==> src/rtl/alu_ctrl_pkg.sv <==
// Shared encodings for the ALU operation scheduler: op codes, ALU select
// one-hots and FSM states.
package alu_ctrl_pkg;

  typedef enum logic [2:0] {
    OP_AND = 3'd0,
    OP_OR  = 3'd1,
    OP_XOR = 3'd2,
    OP_NOT = 3'd3,
    OP_ADD = 3'd4,
    OP_SUB = 3'd5,
    OP_MUL = 3'd6,
    OP_CLR = 3'd7
  } op_e;

  typedef enum logic [1:0] {
    ST_IDLE  = 2'b00,
    ST_ISSUE = 2'b01,
    ST_WAIT  = 2'b10,
    ST_RESP  = 2'b11
  } state_e;

  localparam logic [2:0] IN_SEL_PERSIST = 3'b100;
  localparam logic [2:0] IN_SEL_LOAD    = 3'b010;
  localparam logic [2:0] IN_SEL_RESET   = 3'b001;

  localparam logic [6:0] OUT_SEL_AND = 7'b000_0001;
  localparam logic [6:0] OUT_SEL_OR  = 7'b000_0010;
  localparam logic [6:0] OUT_SEL_XOR = 7'b000_0100;
  localparam logic [6:0] OUT_SEL_NOT = 7'b000_1000;
  localparam logic [6:0] OUT_SEL_ADD = 7'b001_0000;
  localparam logic [6:0] OUT_SEL_SUB = 7'b010_0000;
  localparam logic [6:0] OUT_SEL_MUL = 7'b100_0000;

  // CLR has no datapath operation, so it maps to an all-zero select.
  function automatic logic [6:0] out_sel_of(input op_e op);
    case (op)
      OP_AND:  return OUT_SEL_AND;
      OP_OR:   return OUT_SEL_OR;
      OP_XOR:  return OUT_SEL_XOR;
      OP_NOT:  return OUT_SEL_NOT;
      OP_ADD:  return OUT_SEL_ADD;
      OP_SUB:  return OUT_SEL_SUB;
      OP_MUL:  return OUT_SEL_MUL;
      default: return 7'b000_0000;
    endcase
  endfunction

endpackage

==> src/rtl/alu_op_scheduler_if.sv <==
// Request, ALU-control and response bundle between the scheduler (slave)
// and its requesters / ALU datapath / response consumer (master).
interface alu_op_scheduler_if #(
  parameter int WIDTH = 8
);
  logic             req0_valid;
  logic             req0_ready;
  logic [2:0]       req0_op;
  logic             req0_src;
  logic [WIDTH-1:0] req0_a;
  logic [WIDTH-1:0] req0_b;

  logic             req1_valid;
  logic             req1_ready;
  logic [2:0]       req1_op;
  logic             req1_src;
  logic [WIDTH-1:0] req1_a;
  logic [WIDTH-1:0] req1_b;

  logic [2:0]       alu_in_sel;
  logic [6:0]       alu_out_sel;
  logic [WIDTH-1:0] alu_num1;
  logic [WIDTH-1:0] alu_num2;
  logic [WIDTH-1:0] alu_result;

  logic             rsp_valid;
  logic             rsp_ready;
  logic             rsp_id;
  logic [WIDTH-1:0] rsp_data;

  modport slave (
    input  req0_valid, req0_op, req0_src, req0_a, req0_b,
    output req0_ready,
    input  req1_valid, req1_op, req1_src, req1_a, req1_b,
    output req1_ready,
    output alu_in_sel, alu_out_sel, alu_num1, alu_num2,
    input  alu_result,
    output rsp_valid, rsp_id, rsp_data,
    input  rsp_ready
  );

  modport master (
    output req0_valid, req0_op, req0_src, req0_a, req0_b,
    input  req0_ready,
    output req1_valid, req1_op, req1_src, req1_a, req1_b,
    input  req1_ready,
    input  alu_in_sel, alu_out_sel, alu_num1, alu_num2,
    output alu_result,
    input  rsp_valid, rsp_id, rsp_data,
    output rsp_ready
  );
endinterface

==> src/rtl/rr_arbiter2.sv <==
// Two-way round-robin grant; the pointer moves to the requester that was not
// served whenever an advance pulse arrives.
module rr_arbiter2 (
  input  logic       clk,
  input  logic       rst_n,
  input  logic [1:0] req_i,
  input  logic       advance_i,
  input  logic       served_i,
  output logic [1:0] gnt_o
);

  logic ptr_q, ptr_d;

  always_comb begin
    ptr_d = ptr_q;
    if (advance_i) ptr_d = ~served_i;
  end

  always_ff @(posedge clk or negedge rst_n) begin
    if (!rst_n) ptr_q <= 1'b0;
    else        ptr_q <= ptr_d;
  end

  always_comb begin
    gnt_o = 2'b00;
    case (req_i)
      2'b01:   gnt_o = 2'b01;
      2'b10:   gnt_o = 2'b10;
      2'b11:   gnt_o = ptr_q ? 2'b10 : 2'b01;
      default: gnt_o = 2'b00;
    endcase
  end

endmodule

==> src/rtl/alu_op_scheduler.sv <==
// Arbitrates two requesters onto the shared ALU, sequences its controls over
// the ALU latency and returns the result; keeps the last result for chaining.
module alu_op_scheduler
  import alu_ctrl_pkg::*;
#(
  parameter int WIDTH   = 8,
  parameter int ALU_LAT = 1
) (
  input  logic             clk,
  input  logic             rst_n,
  input  logic             on,
  alu_op_scheduler_if.slave bus,
  output logic [WIDTH-1:0] acc,
  output logic [1:0]       state
);

  localparam int CNT_W = (ALU_LAT > 1) ? $clog2(ALU_LAT) : 1;

  state_e           state_q, state_d;
  logic [CNT_W-1:0] cnt_q, cnt_d;
  op_e              op_q, op_d;
  logic             src_q, src_d;
  logic             id_q, id_d;
  logic [WIDTH-1:0] a_q, a_d;
  logic [WIDTH-1:0] b_q, b_d;
  logic [WIDTH-1:0] acc_q, acc_d;
  logic [WIDTH-1:0] rsp_data_q, rsp_data_d;

  logic [1:0] gnt;
  logic       advance;
  logic       take0, take1;

  assign advance = (state_q == ST_RESP) && bus.rsp_ready;

  rr_arbiter2 u_arb (
    .clk       (clk),
    .rst_n     (rst_n),
    .req_i     ({bus.req1_valid, bus.req0_valid}),
    .advance_i (advance),
    .served_i  (id_q),
    .gnt_o     (gnt)
  );

  always_comb begin
    state_d         = state_q;
    cnt_d           = cnt_q;
    op_d            = op_q;
    src_d           = src_q;
    id_d            = id_q;
    a_d             = a_q;
    b_d             = b_q;
    acc_d           = acc_q;
    rsp_data_d      = rsp_data_q;
    bus.req0_ready  = 1'b0;
    bus.req1_ready  = 1'b0;
    bus.alu_in_sel  = 3'b000;
    bus.alu_out_sel = 7'b000_0000;
    bus.alu_num1    = '0;
    bus.alu_num2    = '0;
    bus.rsp_valid   = 1'b0;
    take0           = 1'b0;
    take1           = 1'b0;

    // The ALU sees the latched operation for the whole ISSUE+WAIT window.
    if (state_q == ST_ISSUE || state_q == ST_WAIT) begin
      bus.alu_in_sel  = src_q ? IN_SEL_PERSIST : IN_SEL_LOAD;
      bus.alu_out_sel = out_sel_of(op_q);
      bus.alu_num1    = src_q ? acc_q : a_q;
      bus.alu_num2    = b_q;
    end

    case (state_q)
      ST_IDLE: begin
        bus.req0_ready = rst_n & on & gnt[0];
        bus.req1_ready = rst_n & on & gnt[1];
        take0 = bus.req0_valid & bus.req0_ready;
        take1 = bus.req1_valid & bus.req1_ready;
        if (take0) begin
          op_d    = op_e'(bus.req0_op);
          src_d   = bus.req0_src;
          a_d     = bus.req0_a;
          b_d     = bus.req0_b;
          id_d    = 1'b0;
          state_d = ST_ISSUE;
        end else if (take1) begin
          op_d    = op_e'(bus.req1_op);
          src_d   = bus.req1_src;
          a_d     = bus.req1_a;
          b_d     = bus.req1_b;
          id_d    = 1'b1;
          state_d = ST_ISSUE;
        end
      end
      ST_ISSUE: begin
        if (op_q == OP_CLR) begin
          bus.alu_in_sel  = IN_SEL_RESET;
          bus.alu_out_sel = 7'b000_0000;
          acc_d           = '0;
          rsp_data_d      = '0;
          state_d         = ST_RESP;
        end else begin
          cnt_d   = CNT_W'(ALU_LAT - 1);
          state_d = ST_WAIT;
        end
      end
      ST_WAIT: begin
        if (cnt_q == '0) begin
          rsp_data_d = bus.alu_result;
          acc_d      = bus.alu_result;
          state_d    = ST_RESP;
        end else begin
          cnt_d = cnt_q - 1'b1;
        end
      end
      ST_RESP: begin
        bus.rsp_valid = 1'b1;
        if (bus.rsp_ready) state_d = ST_IDLE;
      end
      default: state_d = ST_IDLE;
    endcase
  end

  always_ff @(posedge clk or negedge rst_n) begin
    if (!rst_n) begin
      state_q    <= ST_IDLE;
      cnt_q      <= '0;
      op_q       <= OP_AND;
      src_q      <= 1'b0;
      id_q       <= 1'b0;
      a_q        <= '0;
      b_q        <= '0;
      acc_q      <= '0;
      rsp_data_q <= '0;
    end else begin
      state_q    <= state_d;
      cnt_q      <= cnt_d;
      op_q       <= op_d;
      src_q      <= src_d;
      id_q       <= id_d;
      a_q        <= a_d;
      b_q        <= b_d;
      acc_q      <= acc_d;
      rsp_data_q <= rsp_data_d;
    end
  end

  assign bus.rsp_id   = id_q;
  assign bus.rsp_data = rsp_data_q;
  assign acc          = acc_q;
  assign state        = state_q;

endmodule

==> src/flat_wrapper.sv <==
// flat-port wrapper written by rule: the top's interface ports become plain ports
module alu_op_scheduler_flat import alu_ctrl_pkg::*;
#(
  parameter int WIDTH   = 8,
  parameter int ALU_LAT = 1
)
  (clk, rst_n, on, acc, state, bus_req0_valid, bus_req0_op, bus_req0_src, bus_req0_a, bus_req0_b, bus_req0_ready, bus_req1_valid, bus_req1_op, bus_req1_src, bus_req1_a, bus_req1_b, bus_req1_ready, bus_alu_in_sel, bus_alu_out_sel, bus_alu_num1, bus_alu_num2, bus_alu_result, bus_rsp_valid, bus_rsp_id, bus_rsp_data, bus_rsp_ready);
  alu_op_scheduler_if #(.WIDTH(WIDTH)) bus_i ();
  input  logic clk;
  input  logic rst_n;
  input  logic on;
  output logic [WIDTH-1:0] acc;
  output logic [1:0] state;
  input wire logic [$bits(bus_i.req0_valid)-1:0] bus_req0_valid;
  input wire logic [$bits(bus_i.req0_op)-1:0] bus_req0_op;
  input wire logic [$bits(bus_i.req0_src)-1:0] bus_req0_src;
  input wire logic [$bits(bus_i.req0_a)-1:0] bus_req0_a;
  input wire logic [$bits(bus_i.req0_b)-1:0] bus_req0_b;
  output wire logic [$bits(bus_i.req0_ready)-1:0] bus_req0_ready;
  input wire logic [$bits(bus_i.req1_valid)-1:0] bus_req1_valid;
  input wire logic [$bits(bus_i.req1_op)-1:0] bus_req1_op;
  input wire logic [$bits(bus_i.req1_src)-1:0] bus_req1_src;
  input wire logic [$bits(bus_i.req1_a)-1:0] bus_req1_a;
  input wire logic [$bits(bus_i.req1_b)-1:0] bus_req1_b;
  output wire logic [$bits(bus_i.req1_ready)-1:0] bus_req1_ready;
  output wire logic [$bits(bus_i.alu_in_sel)-1:0] bus_alu_in_sel;
  output wire logic [$bits(bus_i.alu_out_sel)-1:0] bus_alu_out_sel;
  output wire logic [$bits(bus_i.alu_num1)-1:0] bus_alu_num1;
  output wire logic [$bits(bus_i.alu_num2)-1:0] bus_alu_num2;
  input wire logic [$bits(bus_i.alu_result)-1:0] bus_alu_result;
  output wire logic [$bits(bus_i.rsp_valid)-1:0] bus_rsp_valid;
  output wire logic [$bits(bus_i.rsp_id)-1:0] bus_rsp_id;
  output wire logic [$bits(bus_i.rsp_data)-1:0] bus_rsp_data;
  input wire logic [$bits(bus_i.rsp_ready)-1:0] bus_rsp_ready;
  assign bus_i.req0_valid = bus_req0_valid;
  assign bus_i.req0_op = bus_req0_op;
  assign bus_i.req0_src = bus_req0_src;
  assign bus_i.req0_a = bus_req0_a;
  assign bus_i.req0_b = bus_req0_b;
  assign bus_req0_ready = bus_i.req0_ready;
  assign bus_i.req1_valid = bus_req1_valid;
  assign bus_i.req1_op = bus_req1_op;
  assign bus_i.req1_src = bus_req1_src;
  assign bus_i.req1_a = bus_req1_a;
  assign bus_i.req1_b = bus_req1_b;
  assign bus_req1_ready = bus_i.req1_ready;
  assign bus_alu_in_sel = bus_i.alu_in_sel;
  assign bus_alu_out_sel = bus_i.alu_out_sel;
  assign bus_alu_num1 = bus_i.alu_num1;
  assign bus_alu_num2 = bus_i.alu_num2;
  assign bus_i.alu_result = bus_alu_result;
  assign bus_rsp_valid = bus_i.rsp_valid;
  assign bus_rsp_id = bus_i.rsp_id;
  assign bus_rsp_data = bus_i.rsp_data;
  assign bus_i.rsp_ready = bus_rsp_ready;
  alu_op_scheduler #(.WIDTH(WIDTH), .ALU_LAT(ALU_LAT)) u_core (.clk(clk), .rst_n(rst_n), .on(on), .bus(bus_i), .acc(acc), .state(state));
endmodule
==> config.mk <==
export PLATFORM = sky130hd
export DESIGN_NAME = alu_op_scheduler_flat
export DESIGN_NICKNAME = d
export VERILOG_FILES = /design/src/rtl/alu_ctrl_pkg.sv /design/src/rtl/alu_op_scheduler_if.sv /design/src/rtl/rr_arbiter2.sv /design/src/rtl/alu_op_scheduler.sv /design/src/flat_wrapper.sv
export SDC_FILE = /design/constraint.sdc
export NUM_CORES = 1
export LEC_CHECK = 0
export CORE_MARGIN = 2
export CORE_UTILIZATION = 43
export DETAILED_ROUTE_END_ITERATION = 8
export GPL_ROUTABILITY_DRIVEN = 0
export MAX_ROUTING_LAYER = met4
export PLACE_DENSITY = 0.92
export REMOVE_ABC_BUFFERS = 1
export SYNTH_ARGS = -nofsm -noshare
export SYNTH_HDL_FRONTEND = slang
export SYNTH_SLANG_ARGS = --single-unit
==> constraint.sdc <==
create_clock -name clk -period 2.2 [get_ports clk]
set_input_delay 0.22 -clock clk [delete_from_list [all_inputs] [get_ports clk]]
set_output_delay 0.22 -clock clk [all_outputs]
set_load 0.01 [all_outputs]
==> flow_metrics.py, run 1 <==
metrics = {
    "outcome": {
        "status": "finished, final reports clean",
    },
    "detailed_routing": {
        "antenna_left": 0,
        "first_iter_violations": 204,
        "drcViolationCount": 0,
        "avgViaCountPerCell": 5.49,
        "wirelength_um": 6210,
        "dr.pass1.iters": 4,
        "num_vias": 2101,
        "routedWlPerCell_um": 16.2,
    },
    "worst_setup_path": {
        "ff2ff_path_depth": 5,
        "required_ns": 1.98,
        "path_class": "register to primary output",
        "crit_arrival_ns": 1.90,
        "end_kind": "primary output",
        "r2r-end": "u_core.state[1]",
        "r2r_slack_ns": 0.61,
        "cp_max_fo": 10,
        "cp-start-kind": "register",
        "rr_startpoint": "u_core.state[0]",
    },
    "power": {
        "power.share.combinational": 0.585,
        "pwr_density_cell_mw_per_mm2": 1280,
        "p_leak_nw": 1.40,
        "peakVddDrop_mv": 0.582,
        "switchingPower_mw": 1.54,
        "sequentialPowerShare": 0.265,
        "p_sw_frac": 0.376,
        "clockPowerShare": 0.150,
        "intPower_mw": 2.56,
    },
    "place": {
        "hpwlAfterDp_um": 4560,
        "placedCellCount": 372,
        "port_buffers": 101,
        "post-place-ws_ns": 0.205,
    },
    "clock_network": {
        "cts.clk_slew.worst_paths_ns": 0.07,
        "cts_tree": "done",
        "clk_latency_ns": 0.27,
        "cts_made_buffers": 5,
        "cts_num_sinks": 32,
        "cts_max_level": 2,
        "cts_max_path_buffers": 2,
        "clockRootBuffer": "clkbuf_8",
    },
    "sta": {
        "fmax_mhz": 472,
        "period_minus_slack_ns": 2.12,
        "slew_viol_final": 0,
        "setup_ws_ns": 0.0826,
        "fin_setup_tns_ns": 0,
        "setup_viol": 0,
        "final.period_utilization": 0.962,
        "skew_ns": 0.00601,
        "tightest_slew_ns": 0.594,
        "relSlewSlack": 0.604,
        "whs_ns": 0.00892,
        "hold_viol": 0,
    },
    "floorplanning": {
        "initial_core_util": 0.454,
        "num_io_pins": 102,
        "core_sq_mm": 0.00441,
        "die_x_um": 72.3,
        "die_area_sq_mm": 0.00522,
        "num_rows": 24,
        "die_h_um": 72.3,
    },
    "synth": {
        "synthCells": 232,
        "synthTopCellsByArea": "dfrtp_1 40%, mux2i_1 8.0%, a31oi_1 6.9%",
        "yosysUniqueCellTypes": 30,
        "yosysWarningCount": 0,
        "synthArstFlopShare": 1.00,
        "yosys_register_bits": 32,
        "synth-edff-count": 0,
        "netlist_area_sq_mm": 0.00200,
        "synth.avg_cell_area_sq_um": 8.63,
        "yosysMostFrequentCell": "dfrtp_1",
        "synth_top_area_share": 0.400,
        "netlist_top_cells_count": "32 x dfrtp_1, 27 x nor2_1, 22 x a31oi_1",
        "yosysTopAreaCell": "dfrtp_1",
        "ys.flop_type": "dfrtp_1",
        "ys_seq_area_frac": 0.400,
    },
    "global_routing": {
        "grt_pass1_vias": 2096,
        "grt_use_total": 0.251,
        "grt_pass1_wl_um": 10000,
        "grt_max_degree": 25,
        "antenna_found_initial": 0,
        "grt_overflow": 0,
    },
    "layout": {
        "post-route-util": 0.726,
        "n_antenna_cell": 0,
        "final_cells": 383,
        "drive_gt1_frac": 0.0937,
        "nets": 388,
        "areaGrowthSynthToFinish_pct": 60.1,
    },
    "flow_run": {
        "drv_cap": 0,
    },
    "hold_path": {
        "hp-class": "input port to async pin",
    },
}
-- cell usage in the layout (no fill, tap or decap), types with 2 or more instances in the layout --
cell type        synthesis  layout
dfrtp_1                 32      31
nand2_1                 12      12
mux2i_1                 16      16
nor2_1                  27      27
nand4_1                 20      20
clkdlybuf4s50_1          0      89
o21ai_0                 20      20
clkbuf_8                 0       7
nand2b_1                 4       4
and2_1                  10      10
nor2b_1                 10      10
nor3_1                   2       2
dlymetal6s2s_1           0       8
inv_1                   12      12
a31oi_1                 22      22
nand3_1                  2       2
buf_4                   10      16
ha_1                     4       3
dlygate4sd2_1            0       3
-- metal layers --
metal | up-vias | global-route usage | part of all wire
li1 | 1004 | - | -
met1 | 1002 | 0.314 | 0.39
met2 | 87 | 0.430 | 0.52
met3 | 8 | 0.0444 | 0.076
met4 | 0 | 0.0461 | 0.0095
met5 | - | - | 0
-- sequential cells by signal (all words and copies together) (netlist names) --
signal / count
u_core.op_q: 3
u_core.a_q: 8
u_core.state: 2
u_core.bus.rsp_id: 1
u_core.acc: 8
u_core.src_q: 1
u_core.b_q: 8
u_core.u_arb.ptr_q: 1
-- critical path, stage by stage (launching register included) --
cell and delay, ns:
dfrtp_2 0.37, inv_1 0.06, ha_2 0.35, buf_4 0.17
and2_1 0.15, clkdlybuf4s50_1 0.53
-- through the flow --
stage | power [mW] | instance area (sq um)
2_1_floorplan | 2.23 | 1850
3_3_place_gp | 3.42 | 3020
3_5_place_dp | 3.50 | 3020
4_1_cts | 4.13 | 3180
5_1_grt | 4.41 | 3210
6_report | 4.10 | 3210
-- area by class of cell --
cell class	count	area (sq um)
Clock inverter	1	30.0
Timing Repair Buffer	118	1150
Sequential cell	32	802
Multi-Input combinational cell	161	1020
Tap cell	52	65.1
Clock buffer	7	96.3
Inverter	12	45.0
Fill cell	356	1210
-- what timing repair did --
action / in CTS / in global routing
resized for setup: 5 / 10
hold buffers: 1 / 0
endpoints found under the setup margin: 21 / 14
endpoints found under the hold margin: 4 / 0
buffers inserted: 2 / 0
-- power by group through the flow --
stage	registers [mW]	logic, mW	clock network, mW
5_1_grt	1.13	2.62	0.657
4_1_cts	1.08	2.43	0.623
3_5_place_dp	1.11	2.39	0
2_1_floorplan	1.08	1.15	0
3_3_place_gp	1.09	2.33	0
6_report	1.09	2.40	0.614
-- kinds of logic (layout without fill, tap and decap cells) --
group,count (synthesis),in the layout,synth area share
AO/OA/AOI/OAI,49,49,0.151
adder cells (fa/ha/maj),4,4,0.0250
buffers and inverters,39,138,0.101
flip-flops,32,32,0.400
multiplexers,17,17,0.0856
AND/OR/NAND/NOR,91,91,0.237
-- worst max path at each step --
| stage | startpoint | end | slack (ns) |
|---|---|---|---|
| global placement | bus_req1_valid | bus_req0_ready | 0.26 |
| global route | u_core.state[0] | bus_alu_num2[5] | -0.006 |
| finish | u_core.state[0] | bus_alu_num2[6] | 0.08 |
| CTS | u_core.state[0] | bus_req1_ready | 0.03 |
| floorplan | u_core.state[0] | u_core.a_q[7] | 0.33 |
| detailed placement | u_core.state[0] | bus_alu_num1[1] | 0.20 |
(Power assumes the default switching activity.)
==> inputs of run 2 (changes only) <==
CORE_UTILIZATION = 40   (was 43)
PLACE_DENSITY = 0.86   (was 0.92)
REMOVE_ABC_BUFFERS = unset   (was 1)
clock period = 2.37 ns   (was 2.2 ns; I/O delays follow)
==> flow_metrics.py, run 2 (same netlist as run 1, synthesis figures left out) <==
metrics = {
    "outcome": {
        "status": "finished, final reports clean",
    },
    "sta": {
        "whs_ns": 0.313,
        "setup_ws_ns": 0.139,
        "hold_viol": 0,
        "fin_setup_tns_ns": 0,
        "fmax_mhz": 448,
        "skew_ns": 0.00653,
        "relSlewSlack": 0.558,
        "grt_setup_unrepaired": "no",
        "setup_viol": 0,
        "final.period_utilization": 0.941,
        "slew_viol_final": 0,
        "tightest_slew_ns": 0.662,
        "period_minus_slack_ns": 2.23,
    },
    "floorplanning": {
        "die_x_um": 74.8,
        "initial_core_util": 0.419,
        "die_area_sq_mm": 0.00559,
        "num_rows": 25,
        "die_h_um": 74.8,
        "num_io_pins": 102,
        "core_sq_mm": 0.00479,
    },
    "clock_network": {
        "cts_num_sinks": 32,
        "post_cts_buffers": 0,
        "cts_max_level": 2,
        "clockRootBuffer": "clkbuf_8",
        "clk_latency_ns": 0.28,
        "cts_tree": "done",
        "cts_made_buffers": 5,
        "cts.clk_slew.worst_paths_ns": 0.07,
        "cts_max_path_buffers": 2,
    },
    "detailed_routing": {
        "wirelength_um": 5710,
        "num_vias": 2035,
        "avgViaCountPerCell": 5.19,
        "drcViolationCount": 0,
        "first_iter_violations": 86,
        "antenna_left": 0,
        "dr.pass1.iters": 4,
        "routedWlPerCell_um": 14.6,
    },
    "global_routing": {
        "grt_pass1_vias": 1868,
        "grt_pass1_wl_um": 8790,
        "grt_use_total": 0.213,
        "grt_overflow": 0,
        "antenna_found_initial": 0,
        "grt_max_degree": 41,
    },
    "place": {
        "post-place-ws_ns": 0.321,
        "placedCellCount": 383,
        "placed_area_sq_mm": 0.00301,
        "hpwlAfterDp_um": 4200,
        "port_buffers": 101,
    },
    "worst_setup_path": {
        "rr_startpoint": "u_core.state[0]",
        "crit_arrival_ns": 1.99,
        "path_cells": "inv_1, ha_2, nand3_1, nor3b_2, clkdlybuf4s50_1",
        "required_ns": 2.13,
        "crit_end": "bus_req1_ready",
        "path_class": "register to primary output",
        "cp_max_fo": 7,
        "cp-start-kind": "register",
        "ff2ff_path_depth": 5,
        "r2r-end": "u_core.acc[2]",
        "end_kind": "primary output",
        "cp_slowest_cell": "clkdlybuf4s50_1",
        "cp_num_cells": 5,
        "r2r_slack_ns": 0.72,
        "critPathBufInv": 2,
        "startpoint": "u_core.state[0]",
        "critical_path.max_stage_delay_ns": 0.57,
        "crit_family": "buffers and inverters",
    },
    "flow_run": {
        "drv_cap": 0,
    },
    "layout": {
        "drive_gt1_frac": 0.0800,
        "final_common_cell": "clkdlybuf4s50_1",
        "post-route-util": 0.653,
        "final_cells": 392,
        "n_antenna_cell": 0,
        "areaGrowthSynthToFinish_pct": 56.0,
        "final_cell_mix": "99 x clkdlybuf4s50_1, 30 x dfrtp_1, 27 x nor2_1",
        "design_area_sq_mm": 0.00313,
        "nets": 382,
        "fill_cells": 398,
    },
    "hold_path": {
        "hp-class": "input port to async pin",
    },
    "power": {
        "finalPower_mw": 3.64,
        "p_leak_nw": 1.24,
        "peakVddDrop_mv": 0.529,
        "pwr_density_cell_mw_per_mm2": 1160,
    },
    "synth": {
        "syn_nets": 290,
    },
}
run 2: cell types whose count changed in the layout (fill, tap and decap cells not counted), moves of 2 or more:
| cell | previous run | this run |
|---|---|---|
| clkdlybuf4s50_1 | 89 | 99 |
| dlymetal6s2s_1 | 8 | 1 |
| buf_4 | 16 | 10 |
| dlygate4sd2_1 | 3 | 0 |
| clkinv_2 | 0 | 2 |
run 2: what timing repair did:
item | 4_1_cts | 5_1_grt
hold endpoints to repair | 5 | 0
hold buffers | 1 | 0
gates resized for setup | 1 | 4
endpoints found under the setup margin | 1 | 18
gates cloned | 0 | 0
pin swaps | 0 | 0
run 2: worst min path at each step:
stage                              to  cells past startpoint
finish              u_core.bus.rsp_id                      2
global route        u_core.bus.rsp_id                      2
CTS                 u_core.bus.rsp_id                      2
detailed placement  u_core.bus.rsp_id                      1
global placement    u_core.bus.rsp_id                      1
floorplan               u_core.a_q[0]                      0
run 2: area by class of cell:
class | count | area, sq um | share of cell area
clock inverters | 2 | 10.0 | 0.00320
inverters | 12 | 45.0 | 0.0144
flip-flops and latches | 32 | 803 | 0.257
clock buffers | 6 | 82.6 | 0.0264
repair buffers | 112 | 1090 | 0.350
well taps | 67 | 83.8 | 0.0268
multi-input cells | 161 | 1010 | 0.322
run 2: power by group:
| part | switching (mW) | leakage (nW) | internal, mW |
|---|---|---|---|
| Sequential | 0.245 | 0.374 | 0.787 |
| Combinational | 0.954 | 0.819 | 1.22 |
| Clock | 0.198 | 0.0510 | 0.232 |
run 2: metal layers:
metal | vias up | track usage | share of wire
li1 | 990 | - | -
met1 | 948 | 0.269 | 0.43
met2 | 89 | 0.343 | 0.49
met3 | 8 | 0.0455 | 0.067
met4 | 0 | 0.0655 | 0.012
met5 | - | - | 0
run 2: worst register-to-register path: cells and delay by family, from the launching register on:
family / cells / cell delay (ns)
flip-flops: 1 / 0.45
adder cells (fa/ha/maj): 1 / 0.33
multiplexers: 1 / 0.23
AO/OA/AOI/OAI: 1 / 0.33
buffers and inverters: 2 / 0.23
==> inputs of run 3 (changes only) <==
CORE_UTILIZATION = 30   (was 40)
DONT_BUFFER_PORTS = 1   (was unset)
HOLD_SLACK_MARGIN = 0.02   (was unset)
PLACE_DENSITY = 0.5   (was 0.86)
==> flow_metrics.py, run 3 (same netlist as run 1, synthesis figures left out) <==
metrics = {
    "detailed_routing": {
        "antenna_left": 0,
        "first_iter_violations": 60,
        "routedWlPerCell_um": 18.9,
        "num_vias": 1658,
        "wirelength_um": 5590,
        "dr.pass1.iters": 4,
        "avgViaCountPerCell": 5.60,
        "drcViolationCount": 0,
    },
    "layout": {
        "areaGrowthSynthToFinish_pct": 5.68,
        "fill_cells": 681,
        "final_cell_mix": "32 x dfrtp_1, 27 x nor2_1, 22 x a31oi_1",
        "final_common_cell": "dfrtp_1",
        "nets": 275,
        "multi_input_area_sq_um": 1000,
        "post-route-util": 0.332,
        "drive_gt1_frac": 0.0642,
        "final-seq-area_sq_um": 801,
    },
    "place": {
        "port_buffers": 0,
        "hpwlAfterDp_um": 3840,
    },
    "worst_setup_path": {
        "r2r_slack_ns": 0.57,
        "required_ns": 2.13,
        "end_kind": "primary output",
        "path_class": "register to primary output",
        "cp-start-kind": "register",
        "crit_arrival_ns": 1.94,
        "cp_max_fo": 11,
    },
    "floorplanning": {
        "die_h_um": 85.7,
        "initial_core_util": 0.314,
        "core_sq_mm": 0.00639,
        "num_rows": 29,
        "die_area_sq_mm": 0.00735,
        "die_x_um": 85.7,
        "num_io_pins": 102,
    },
    "clock_network": {
        "ctsResizeCount": 0,
        "cts_tree": "done",
        "cts_num_sinks": 32,
        "cts_made_buffers": 5,
        "clockRootBuffer": "clkbuf_8",
        "cts_max_path_buffers": 2,
        "cts.clk_slew.worst_paths_ns": 0.07,
        "clk_latency_ns": 0.29,
        "cts_max_level": 2,
    },
    "synth": {
        "syn_nets": 290,
    },
    "sta": {
        "tightest_slew_ns": 0.784,
        "final.period_utilization": 0.917,
        "period_minus_slack_ns": 2.17,
        "grt_setup_unrepaired": "no",
        "hold_viol": 0,
        "slew_viol_final": 0,
        "skew_ns": 0.00531,
        "relSlewSlack": 0.477,
        "setup_viol": 0,
        "fin_setup_tns_ns": 0,
        "fmax_mhz": 460,
    },
    "global_routing": {
        "grt_max_degree": 35,
        "grt_overflow": 0,
        "grt_pass1_vias": 1566,
        "grt_pass1_wl_um": 8360,
        "grt_use_total": 0.153,
        "antenna_found_initial": 1,
    },
    "power": {
        "p_leak_nw": 0.834,
        "peakVddDrop_mv": 0.479,
        "pwr_density_cell_mw_per_mm2": 1400,
    },
    "hold_path": {
        "hp-class": "input port to register",
    },
    "flow_run": {
        "drv_cap": 0,
    },
    "outcome": {
        "status": "finished, final reports clean",
    },
}
## run 3: cell count changes in the layout (fill, tap and decap cells not counted), moves of 2 or more
cell / change
buf_12: +2
buf_4: -8
clkdlybuf4s50_1: -99
dfrtp_1: +2
dfrtp_2: -2
## run 3: worst paths after layout
kind,to,cells past startpoint,start
max,bus_alu_in_sel[1],5,u_core.state[0]
max reg2reg,u_core.acc[2],5,u_core.state[0]
min in group asynchronous,u_core.acc[2],2,rst_n
min,u_core.u_arb.ptr_q,1,bus_rsp_ready
max in group asynchronous,u_core.b_q[1],2,rst_n
min reg2reg,u_core.b_q[0],2,u_core.b_q[0]
## run 3: where the power goes
part | switching, mW | internal (mW) | total (mW)
combinational | 0.802 | 0.533 | 1.33
sequential | 0.302 | 0.782 | 1.08
clock | 0.223 | 0.312 | 0.535
## run 3: worst max-delay path, stage by stage, from the launching register on
cell     delay (ns)
dfrtp_1        0.51
inv_1          0.11
ha_1           0.53
buf_4          0.25
nand2_1        0.06
nor2_1         0.19
## run 3: final cells by class
cell class / count / area share
inverters: 12 / 0.0213
diodes: 1 / 0.00118
repair buffers: 5 / 0.0307
flip-flops and latches: 32 / 0.378
multi-input cells: 161 / 0.472
well taps: 77 / 0.0455
clock buffers: 6 / 0.0343
clock inverters: 2 / 0.0165
## run 3: repair_timing
action	4_1_cts	5_1_grt
hold buffers	2	0
buffers inserted	0	0
hold endpoints to repair	32	0
## run 3: per-stage QoR
step / worst slack [ns] / area (sq um) / instances / hold WS [ns] / power [mW]
6_report: 0.196 / 2120 / 296 / 0.0464 / 2.95
5_1_grt: 0.0728 / 2120 / 296 / 0.0589 / 3.16
4_1_cts: 0.184 / 2110 / 295 / 0.0488 / 3.00
3_5_place_dp: 0.506 / 1980 / 285 / -0.0578 / 2.44
3_3_place_gp: 0.557 / 1980 / 285 / -0.0577 / 2.41
2_1_floorplan: 0.707 / 2000 / 232 / -0.0586 / 2.17
## run 3: layer usage
layer / track usage / vias up / share of wire
met4: 0.0476 / 0 / 0.017
met3: 0.0375 / 8 / 0.061
met1: 0.194 / 798 / 0.45
met2: 0.239 / 73 / 0.47
li1: - / 779 / -
met5: - / - / 0
